**src/rtl/conv_enc_ctrl.sv**
```systemverilog
// -----------------------------------------------------------------------------
// conv_enc_ctrl
//
// Sequencing controller for a rate-1/3, K=7 tail-biting convolutional encoder.
// For each code block it pops one metadata byte (size flag + six tail bits),
// loads the tail into the encoder shift register, streams the block's data
// bytes LSB-first into the encoder one bit per cycle, and writes one coded
// symbol per input bit to the output FIFO with start/end-of-block markers.
//
// Ports
//   clk             rising-edge clock
//   reset           synchronous, active-low reset
//   meta_empty      meta FIFO empty
//   blk_meta[7:0]   meta FIFO head (show-ahead): [7:2] tail, [1] unused, [0] size
//   blk_meta_rdreq  pop meta FIFO
//   data_empty      data FIFO empty
//   blk_data[7:0]   data FIFO head (show-ahead), bit 0 is the earliest bit
//   blk_data_rdreq  pop data FIFO
//   enc_init        load encoder state from enc_tail
//   enc_tail[5:0]   tail bits latched at the meta pop
//   enc_en          shift enc_bit into the encoder this cycle
//   enc_bit         current input bit
//   out_afull       output FIFO has fewer than two free entries
//   out_wrreq       write encoder output to the output FIFO
//   out_sop         with out_wrreq: first symbol of the block
//   out_eop         with out_wrreq: last symbol of the block
//   busy            a block is in progress
//   blk_done        one-cycle pulse alongside the final symbol write
// -----------------------------------------------------------------------------
module conv_enc_ctrl #(
    parameter int SMALL_BITS = 1056,
    parameter int LARGE_BITS = 6144,
    parameter int CNT_W      = 13
) (
    input  logic       clk,
    input  logic       reset,
    input  logic       meta_empty,
    input  logic [7:0] blk_meta,
    output logic       blk_meta_rdreq,
    input  logic       data_empty,
    input  logic [7:0] blk_data,
    output logic       blk_data_rdreq,
    output logic       enc_init,
    output logic [5:0] enc_tail,
    output logic       enc_en,
    output logic       enc_bit,
    input  logic       out_afull,
    output logic       out_wrreq,
    output logic       out_sop,
    output logic       out_eop,
    output logic       busy,
    output logic       blk_done
);

    typedef enum logic [1:0] {
        IDLE  = 2'd0,
        LOAD  = 2'd1,
        RUN   = 2'd2,
        FLUSH = 2'd3
    } state_t;

    state_t state, state_nx;

    logic [CNT_W-1:0] bit_cnt;
    logic [2:0]       bit_idx;
    logic             size;
    logic [5:0]       tail;
    logic             sop_armed;

    // Encoder output registers delay the write by one cycle relative to enc_en.
    logic             wr_p1;
    logic             sop_p1;
    logic             eop_p1;

    logic             step;
    logic             last_bit;
    logic [CNT_W-1:0] last_cnt;
    logic             meta_pop;
    logic             init_now;
    logic             shift_now;

    // meta[1] carries no meaning for this block.
    logic             unused_meta_bit;
    assign unused_meta_bit = blk_meta[1];

    // The afull threshold already leaves room for the one write in flight,
    // so stepping only needs the current afull and data availability.
    assign step     = !data_empty && !out_afull;
    assign last_cnt = size ? CNT_W'(LARGE_BITS - 1) : CNT_W'(SMALL_BITS - 1);
    assign last_bit = (bit_cnt == last_cnt);

    always_comb begin
        state_nx  = state;
        meta_pop  = 1'b0;
        init_now  = 1'b0;
        shift_now = 1'b0;
        case (state)
            IDLE: begin
                if (!meta_empty) begin
                    meta_pop = 1'b1;
                    state_nx = LOAD;
                end
            end
            LOAD: begin
                init_now = 1'b1;
                state_nx = RUN;
            end
            RUN: begin
                if (step) begin
                    shift_now = 1'b1;
                    if (last_bit) begin
                        state_nx = FLUSH;
                    end
                end
            end
            FLUSH: begin
                state_nx = IDLE;
            end
            default: begin
                state_nx = IDLE;
            end
        endcase
    end

    always_ff @(posedge clk) begin
        if (!reset) begin
            state     <= IDLE;
            bit_cnt   <= '0;
            bit_idx   <= '0;
            size      <= 1'b0;
            tail      <= '0;
            sop_armed <= 1'b0;
            wr_p1     <= 1'b0;
            sop_p1    <= 1'b0;
            eop_p1    <= 1'b0;
        end else begin
            state  <= state_nx;
            wr_p1  <= shift_now;
            sop_p1 <= shift_now && sop_armed;
            eop_p1 <= shift_now && last_bit;

            if (meta_pop) begin
                size <= blk_meta[0];
                tail <= blk_meta[7:2];
            end

            if (init_now) begin
                bit_cnt   <= '0;
                bit_idx   <= '0;
                sop_armed <= 1'b1;
            end else if (shift_now) begin
                bit_cnt   <= bit_cnt + 1'b1;
                bit_idx   <= bit_idx + 1'b1;
                sop_armed <= 1'b0;
            end
        end
    end

    // All outputs are forced low while reset is held so nothing leaks out
    // during the reset cycle itself. Block length is a multiple of eight, so
    // the last bit always coincides with popping the final byte.
    assign blk_meta_rdreq = reset && meta_pop;
    assign enc_init       = reset && init_now;
    assign enc_tail       = {6{reset}} & tail;
    assign enc_en         = reset && shift_now;
    assign enc_bit        = reset && shift_now && blk_data[bit_idx];
    assign blk_data_rdreq = reset && shift_now && (bit_idx == 3'd7);
    assign out_wrreq      = reset && wr_p1;
    assign out_sop        = reset && sop_p1;
    assign out_eop        = reset && eop_p1;
    assign busy           = reset && (state != IDLE);
    assign blk_done       = reset && (state == FLUSH);

endmodule
```
**config.mk**
```make
export PLATFORM = sky130hd
export DESIGN_NAME = conv_enc_ctrl
export DESIGN_NICKNAME = d
export VERILOG_FILES = /design/src/rtl/conv_enc_ctrl.sv
export SDC_FILE = /design/constraint.sdc
export NUM_CORES = 1
export LEC_CHECK = 0
export ABC_AREA = 0
export BUFFER_PORTS_ARGS = -buffer_cell sky130_fd_sc_hd__buf_2
export CORE_MARGIN = 2
export CORE_UTILIZATION = 40
export DETAILED_ROUTE_END_ITERATION = 12
export HOLD_SLACK_MARGIN = 0.03
export REMOVE_ABC_BUFFERS = 1
export SYNTH_ARGS = -nofsm -noshare
export SYNTH_HDL_FRONTEND = slang
export SYNTH_SLANG_ARGS = --single-unit
```
**constraint.sdc**
```tcl
create_clock -name clk -period 2.43 [get_ports clk]
set_input_delay 0.486 -clock clk [delete_from_list [all_inputs] [get_ports clk]]
set_output_delay 0.486 -clock clk [all_outputs]
set_load 0.05 [all_outputs]
```
After elaboration in Yosys (flattened, before gate mapping)
Cells that the tools add are included.

storage, ports and cells
  register bits after elaboration = 29
  bits in latches = 0
  RAM bits = 0
  ROM bits = 0
  input port bits = 21
  output and inout bits = 16
  logic and storage cells = 56
  memories = 0

operators by class
  $add $sub $neg = 2
  $mul = 0
  divide/modulo/power cells = 0
  magnitude comparators = 1
  eq/ne operators = 8
  shifts and indexed selects = 0
  mux-type cells = 14
  bitwise gates (word level) = 2
  reductions and logical operators = 20

operator list
  operator               number
  $add 13x1->13 const B  1
  $eq 13x13->1           1
  $logic_and 1x1->1      13
  $mux 13                1
  $mux 1                 8
  $pmux 2 s4             1
  $and 6x6->6            1
  $mux 2                 3
  $ne 2x2->1 const B     3
  $eq 2x2->1 const B     2
  $lt 3x4->1 const B     1
  $reduce_bool 2->1      2
  $add 3x1->3 const B    1
  $bmux 1 s3             1
  $eq 3x3->1 const B     1
  $reduce_and 3->1       1
  $eq 2x1->1 const B     1
  $logic_not 1->1        2
  $logic_not 2->1        1
  $reduce_or 2->1        1
  $not 1->1              1

Longest topological paths before layout
Gate-level depths: netlist (run 1).

  depth after elaboration = 6
  depth in mapped cells = 7

Worst setup path after synthesis (run 1)
No wires, ideal clock.

  path kind = reg-to-output
  from = register state[0]
  to = output enc_bit
  data arrival time = 1.858 ns
  data required time = 1.944 ns
  setup slack = 0.086 ns
  stages on the path, launching flop included = 6
  buffers on the path = 0
  cells stage by stage = dfxtp_1 -> inv_1 -> ha_1 -> nor3b_2 -> nand2_1 -> nor2_1

between the ends
  longest elaborated chain between the ends = 4

ends and longest elaborated chain
  what                             RTL line  source
  from (decl)                      62        state_t state, state_nx;
  from (signal assigned)           137       state <= state_nx;
  $eq 2x2->1                       97        case (state)
  $mux 1                           97
  $logic_and 1x1->1 (2 in series)  166       assign enc_bit = reset && shift_now && blk_data[bit_idx];
  to (decl)                        46        output logic enc_bit,

Every way passes these cells.

Final worst setup path (run 1)
  from = register state[0]
  to = output blk_data_rdreq

between the ends
  longest elaborated chain between the ends = 4

ends and longest elaborated chain
  what                             RTL line  source
  $eq 2x2->1                       97
  $mux 1                           97
  $logic_and 1x1->1 (2 in series)  167       assign blk_data_rdreq = reset && shift_now && (bit_idx == 3'd7);
  to (decl)                        42        output logic blk_data_rdreq,

Every way passes these cells.

==> metrics.cfg, run 1 <==
[logic_synthesis]
synthDistinctLibCells=32
synth-warning-count=0
post_synth_mux_area_share_pct=6.02
postSynthCellCount=157
prevailing_post_synth_register_cell=dfxtp_1
synth_sequential_area_ratio_pct=41.1
synth_xor_area_share_pct=4.96
synth-async-reset-ratio_pct=0
mappedNetlistArea_sq_um=1410
post_synth_and_or_nand_nor_area_fraction_pct=28.3
synthesis.area_per_instance_sq_um=9.00
synth_adder_area_share_pct=6.20
synth-seq-cells=29
synth_top_family_by_area=simple AND/OR/NAND/NOR gates
synth_enable_flop_cells=0
post_synthesis_compound_gate_area_fraction_pct=10.5

[finish]
post-route-util_pct=51.8
layout-drive-gt1-share_pct=25.6
antenna_cells=0
fin_nets=226
area_delta_synth_final_pct=23.3

[clock_network]
clk_transition_reported_paths_ns=0.09
clockBufferDepth=2
ctsResizeCount=0
cts.root.buffer_cell=clkbuf_4
tritoncts.num_buffers=5
worst_skew_pair.late_latency_ns=0.32
cts.repair_timing.setup_buffer_count=0
clock_sink_count=29
holdBufCountCts=0
tritoncts=done
cts_max_level=2

[critical_path]
maximum_fanout_along_the_worst_path=9
ordered_cell_list_for_the_critical_path=inv_1 > ha_1 > nor3b_2 > buf_4 > and3_1 > buf_2
crit_path_end_kind=output pin
timing.critical_path.slowest_stage_cell=dfxtp_1
required_ns=1.94
worst_setup_path_class=flop to output pin
worstSetupStartpointType=flop
slowest_delay_ns=0.34
worst-endpoint-arrival_ns=1.78

[sta]
unrepaired_setup_endpoints_after_global_routing=false
timing.fmax_mhz=442
finalWorstPathRequiredPeriod_ns=2.26
slew_headroom_pct=65.4
setup_total_negative_slack_ns=0
timing.final.ws_setup_ns=0.166
final-max-slew-violation-count=0
hold_ws_ns=0.391
timing.final.hold_violations=0
final.period_utilization_pct=93.2
final.setup_skew_ns=0.00782
timing_worst_slew_pin_value_ns=0.514
setup-violations-final=0

[floorplanning]
die_x_um=63.4
top_level_i_o_count=37
design.core.area_sq_um=3360
die_area_sq_um=4020
overall_die_height_um=63.4
num_rows=21
start_util_pct=42.0

[grt]
gr-total-overflow=0
grt_max_degree=16
gr-usage-all-layers_pct=15.9
antenna_found_initial=0
grt_pass1_vias=1156
wire_length_of_the_first_global_routing_pass_mm=5.14

[outcome]
status=complete, no violations

[min_path]
hold_path.class=input port to flop

[flow_run]
timing.max_cap.violations=0

[place]
place_ws_ns=0.238
routabilityCongestion=0.732
detailedPlacementHpwl_mm=2.24
placement.io_buffers=35

[routing]
number_of_vias_after_detailed_routing=1237
drt_pre_antenna_iters=4
vias_per_cell=5.05
detail_route.iter0.violations=33
postRouteAntennaNets=0
routed_wirelength_mm=2.95
drc=0
drt-wirelength-per-cell_um=12.0

[power_and_ir_drop]
leakagePower_uw=0.000788
power_density_nw_per_um2=843
total_power_uw=1470
irDropWorstVdd_mv=0.320

[metal layers]
| metal | part of all wire, % | vias to the layer above | track usage, % | routed length, um |
|---|---|---|---|---|
| met5 | 0 | - | 0 | 0 |
| met4 | 1.3 | 0 | 6.52 | 38 |
| met3 | 4.2 | 5 | 3.39 | 125 |
| met2 | 46 | 29 | 25.0 | 1360 |
| met1 | 48 | 568 | 21.1 | 1430 |
| li1 | - | 635 | - | - |
[stage by stage]
step	instance area, sq um	std cells
after floorplan	1390	152
after global placement	1660	237
after detailed placement	1660	237
after CTS	1740	245
after global routing	1740	245
final	1740	245
[registers in the layout (all words and copies together) (netlist names)]
signal     count
bit_cnt       13
tail           6
bit_idx        3
state          2
eop_p1         1
size           1
sop_armed      1
sop_p1         1
wr_p1          1
[report_power, final]
group          switching, uW  leakage [uW]  total, uW  internal [uW]
clock                    165     0.0000455        411            246
combinational            319      0.000507        486            167
sequential              31.9      0.000236        572            540
[cell families after synthesis]
group	after synthesis
flops	29
mux	6
simple gates	74
fa+ha+maj	7
buf+inv	11
xor+xnor	8
compound gates	22
[worst paths after layout]
check / from / end / slack (ns) / cells past startpoint
setup / recovery: state[0] / blk_data_rdreq / 0.17 / 6
hold / removal: blk_meta[2] / tail[0] / 0.39 / 2
setup reg to reg: state[0] / bit_cnt[12] / 0.23 / 6
hold reg to reg: bit_cnt[1] / bit_cnt[1] / 0.48 / 2
[cell usage after synthesis, drive strengths merged, types with 3 or more instances]
library cell | count | share of area (%)
a21oi | 8 | 2.8
and2 | 11 | 4.9
and3 | 4 | 1.8
clkbuf | 5 | 1.3
dfxtp | 29 | 41
ha | 7 | 6.2
inv | 6 | 1.6
mux2i | 4 | 2.8
nand2 | 21 | 5.6
nand2b | 3 | 1.3
nand4 | 4 | 1.8
nor2 | 10 | 2.7
nor2b | 4 | 1.8
nor3 | 4 | 1.4
o22a | 6 | 3.7
or4 | 5 | 2.9
xnor2 | 5 | 3.1
xor2 | 3 | 1.9
[worst max-delay path, delay by kind of cell (launching register included)]
kind / cells / cell delay (ns)
fa+ha+maj: 1 / 0.20
buf+inv: 3 / 0.55
simple gates: 2 / 0.37
flops: 1 / 0.34
[final cells by class]
cell class	count	area, sq um
clock buffer	7	55.1
fill	369	1620
sequential	29	581
inverter	6	22.5
clock inverter	1	30.0
multi-input combinational	117	791
tap	46	57.6
timing repair buffer	39	205
[cells in the final DEF (no fill, tap or decap), types with 5 or more instances in the layout]
cell type | synthesis | layout
a21oi_1 | 8 | 8
buf_2 | 0 | 35
ha_1 | 7 | 7
o22a_1 | 6 | 6
clkbuf_4 | 0 | 5
dfxtp_1 | 29 | 29
nand2_1 | 21 | 21
nor2_1 | 10 | 10
inv_1 | 6 | 6
xnor2_1 | 5 | 5
and2_1 | 11 | 11
Power figures use the tool's default switching activity.
==> inputs of run 2 (changes only) <==
Clock period 2.43 ns to 2.8 ns, I/O delays scaled along.
==> metrics.cfg, run 2 (synthesis gave the netlist of run 1 again) <==
[clock_network]
cts.root.buffer_cell=clkbuf_4  ; unchanged
clock_sink_count=29  ; unchanged
holdBufCountCts=0  ; unchanged
tritoncts.num_buffers=5  ; unchanged
cts.repair_timing.setup_buffer_count=0  ; unchanged
clk_transition_reported_paths_ns=0.09  ; about the same
tritoncts=done  ; unchanged
clockBufferDepth=2  ; unchanged
ctsResizeCount=0  ; unchanged
worst_skew_pair.late_latency_ns=0.33  ; was 0.32 ns
cts_max_level=2  ; unchanged

[critical_path]
maximum_fanout_along_the_worst_path=9  ; unchanged
ordered_cell_list_for_the_critical_path=inv_1 > ha_1 > nor3b_2 > buf_4 > and3_1 > buf_2  ; unchanged
r2r_slack_ns=0.60  ; was 0.23 ns
worst-endpoint-arrival_ns=1.78  ; about the same
worst_setup_path_class=flop to output pin  ; unchanged
required_ns=2.24  ; was 1.94 ns
timing.critical_path.slowest_stage_cell=dfxtp_1  ; unchanged
slowest_delay_ns=0.33  ; was 0.34 ns
worstSetupStartpointType=flop  ; unchanged
crit_path_end_kind=output pin  ; unchanged

[finish]
layout-drive-gt1-share_pct=25.4  ; was 25.6%
fin_nets=224  ; was 226
area_delta_synth_final_pct=21.2  ; was 23.3%
layout.cells.most_common=buf_2  ; unchanged
reg.largest.list=bit_cnt (13), tail (6), bit_idx (3)  ; unchanged
layout_common_cells=35 x buf_2, 29 x dfxtp_1, 21 x nand2_1  ; unchanged
post-route-util_pct=50.9  ; was 51.8%
combined_area_of_the_multi_input_logic_cells_sq_um=791  ; unchanged
regMostFlops=bit_cnt  ; unchanged
largest_reg_flops=13  ; unchanged
final-seq-area_sq_um=581  ; unchanged
antenna_cells=0  ; unchanged
filler_cell_count=355  ; was 369

[sta]
final.period_utilization_pct=83.7
setup-violations-final=0  ; unchanged
timing.final.hold_violations=0  ; unchanged
slew_headroom_pct=62.3  ; was 65.4%
timing_worst_slew_pin_value_ns=0.566  ; was 0.514 ns
setup_total_negative_slack_ns=0  ; unchanged
final-max-slew-violation-count=0  ; unchanged
final.setup_skew_ns=0.00690  ; was 0.00782 ns
finalWorstPathRequiredPeriod_ns=2.34
unrepaired_setup_endpoints_after_global_routing=false  ; unchanged
timing.fmax_mhz=427

[routing]
drt_pre_antenna_iters=5  ; was 4
vias_per_cell=4.99  ; was 5.05
number_of_vias_after_detailed_routing=1213  ; was 1237
drt-wirelength-per-cell_um=11.8  ; was 12.0 um
drc=0  ; unchanged
detail_route.iter0.violations=67  ; was 33
postRouteAntennaNets=0  ; unchanged
routed_wirelength_mm=2.86  ; was 2.95 mm

[grt]
gr-total-overflow=0  ; unchanged
wire_length_of_the_first_global_routing_pass_mm=5.02  ; was 5.14 mm
antenna_found_initial=0  ; unchanged
grt_pass1_vias=1161  ; was 1156
gr-usage-all-layers_pct=15.8  ; was 15.9%
grt_max_degree=24  ; was 16

[place]
routabilityCongestion=0.758  ; was 0.732
placement.io_buffers=35  ; unchanged
detailedPlacementHpwl_mm=2.13  ; was 2.24 mm

[power_and_ir_drop]
leakagePower_uw=0.000775  ; was 0.000788 uW
irDropWorstVdd_mv=0.310  ; was 0.320 mV
power_density_nw_per_um2=702  ; was 843 nW/um^2

[floorplanning]
design.core.area_sq_um=3360  ; unchanged
start_util_pct=42.0  ; unchanged
die_area_sq_um=4020  ; unchanged
num_rows=21  ; unchanged
top_level_i_o_count=37  ; unchanged
overall_die_height_um=63.4  ; unchanged
die_x_um=63.4  ; unchanged

[outcome]
status=complete, no violations  ; unchanged

[min_path]
hold_path.class=input port to flop  ; unchanged

[flow_run]
timing.max_cap.violations=0  ; unchanged

run 2: cell types whose count changed in the layout (fill, tap and decap cells not counted):
| cell | change |
|---|---|
| buf_4 | -2 |
| bufinv_16 | -1 |
| clkbuf_1 | -1 |
| clkbuf_8 | +1 |
| clkinv_2 | +1 |
run 2: path summary, 6_finish.rpt:
check,cells past startpoint,startpoint,to
worst max-delay path,6,state[0],blk_data_rdreq
worst min-delay path,2,blk_meta[6],tail[4]
worst max register to register,6,state[0],bit_cnt[12]
worst min register to register,1,sop_armed,sop_p1
run 2: cell type report:
cell class              instances  area share [%]
well taps                      46            3.36
flip-flops and latches         29            33.9
clock buffers                   7            3.80
multi-input cells             117            46.2
inverters                       6            1.32
repair buffers                 37            11.1
clock inverters                 1           0.292
run 2: power by group:
group / switching (uW) / internal, uW / leakage [uW]
logic: 275 / 140 / 0.000498
registers: 25.5 / 468 / 0.000236
clock network: 147 / 145 / 0.0000413
total: 447 / 754 / 0.000775
run 2: routing by layer:
| metal | GRT usage [%] | share of wire (%) | up-vias |
|---|---|---|---|
| li1 | - | - | 632 |
| met1 | 19.4 | 49 | 555 |
| met2 | 25.3 | 45 | 19 |
| met3 | 5.36 | 4.3 | 7 |
| met4 | 6.52 | 1.9 | 0 |
| met5 | 0 | 0 | - |
run 2: worst max-delay path, delay by kind of cell (launching register included):
kind | cells | cell delay (ns)
flops | 1 | 0.33
fa+ha+maj | 1 | 0.21
buf+inv | 3 | 0.55
simple gates | 2 | 0.36
run 2: stage by stage:
| step | setup slack, ns | hold slack (ns) | cells | area [sq um] | total power (uW) |
|---|---|---|---|---|---|
| after global routing | 0.327 | 0.441 | 243 | 1710 | 1290 |
| final | 0.457 | 0.451 | 243 | 1710 | 1200 |
| after detailed placement | 0.542 | 0.465 | 235 | 1640 | 922 |
| after floorplan | 0.382 | 0.453 | 152 | 1390 | 815 |
| after CTS | 0.418 | 0.440 | 243 | 1710 | 1220 |
| after global placement | 0.542 | 0.463 | 235 | 1640 | 907 |
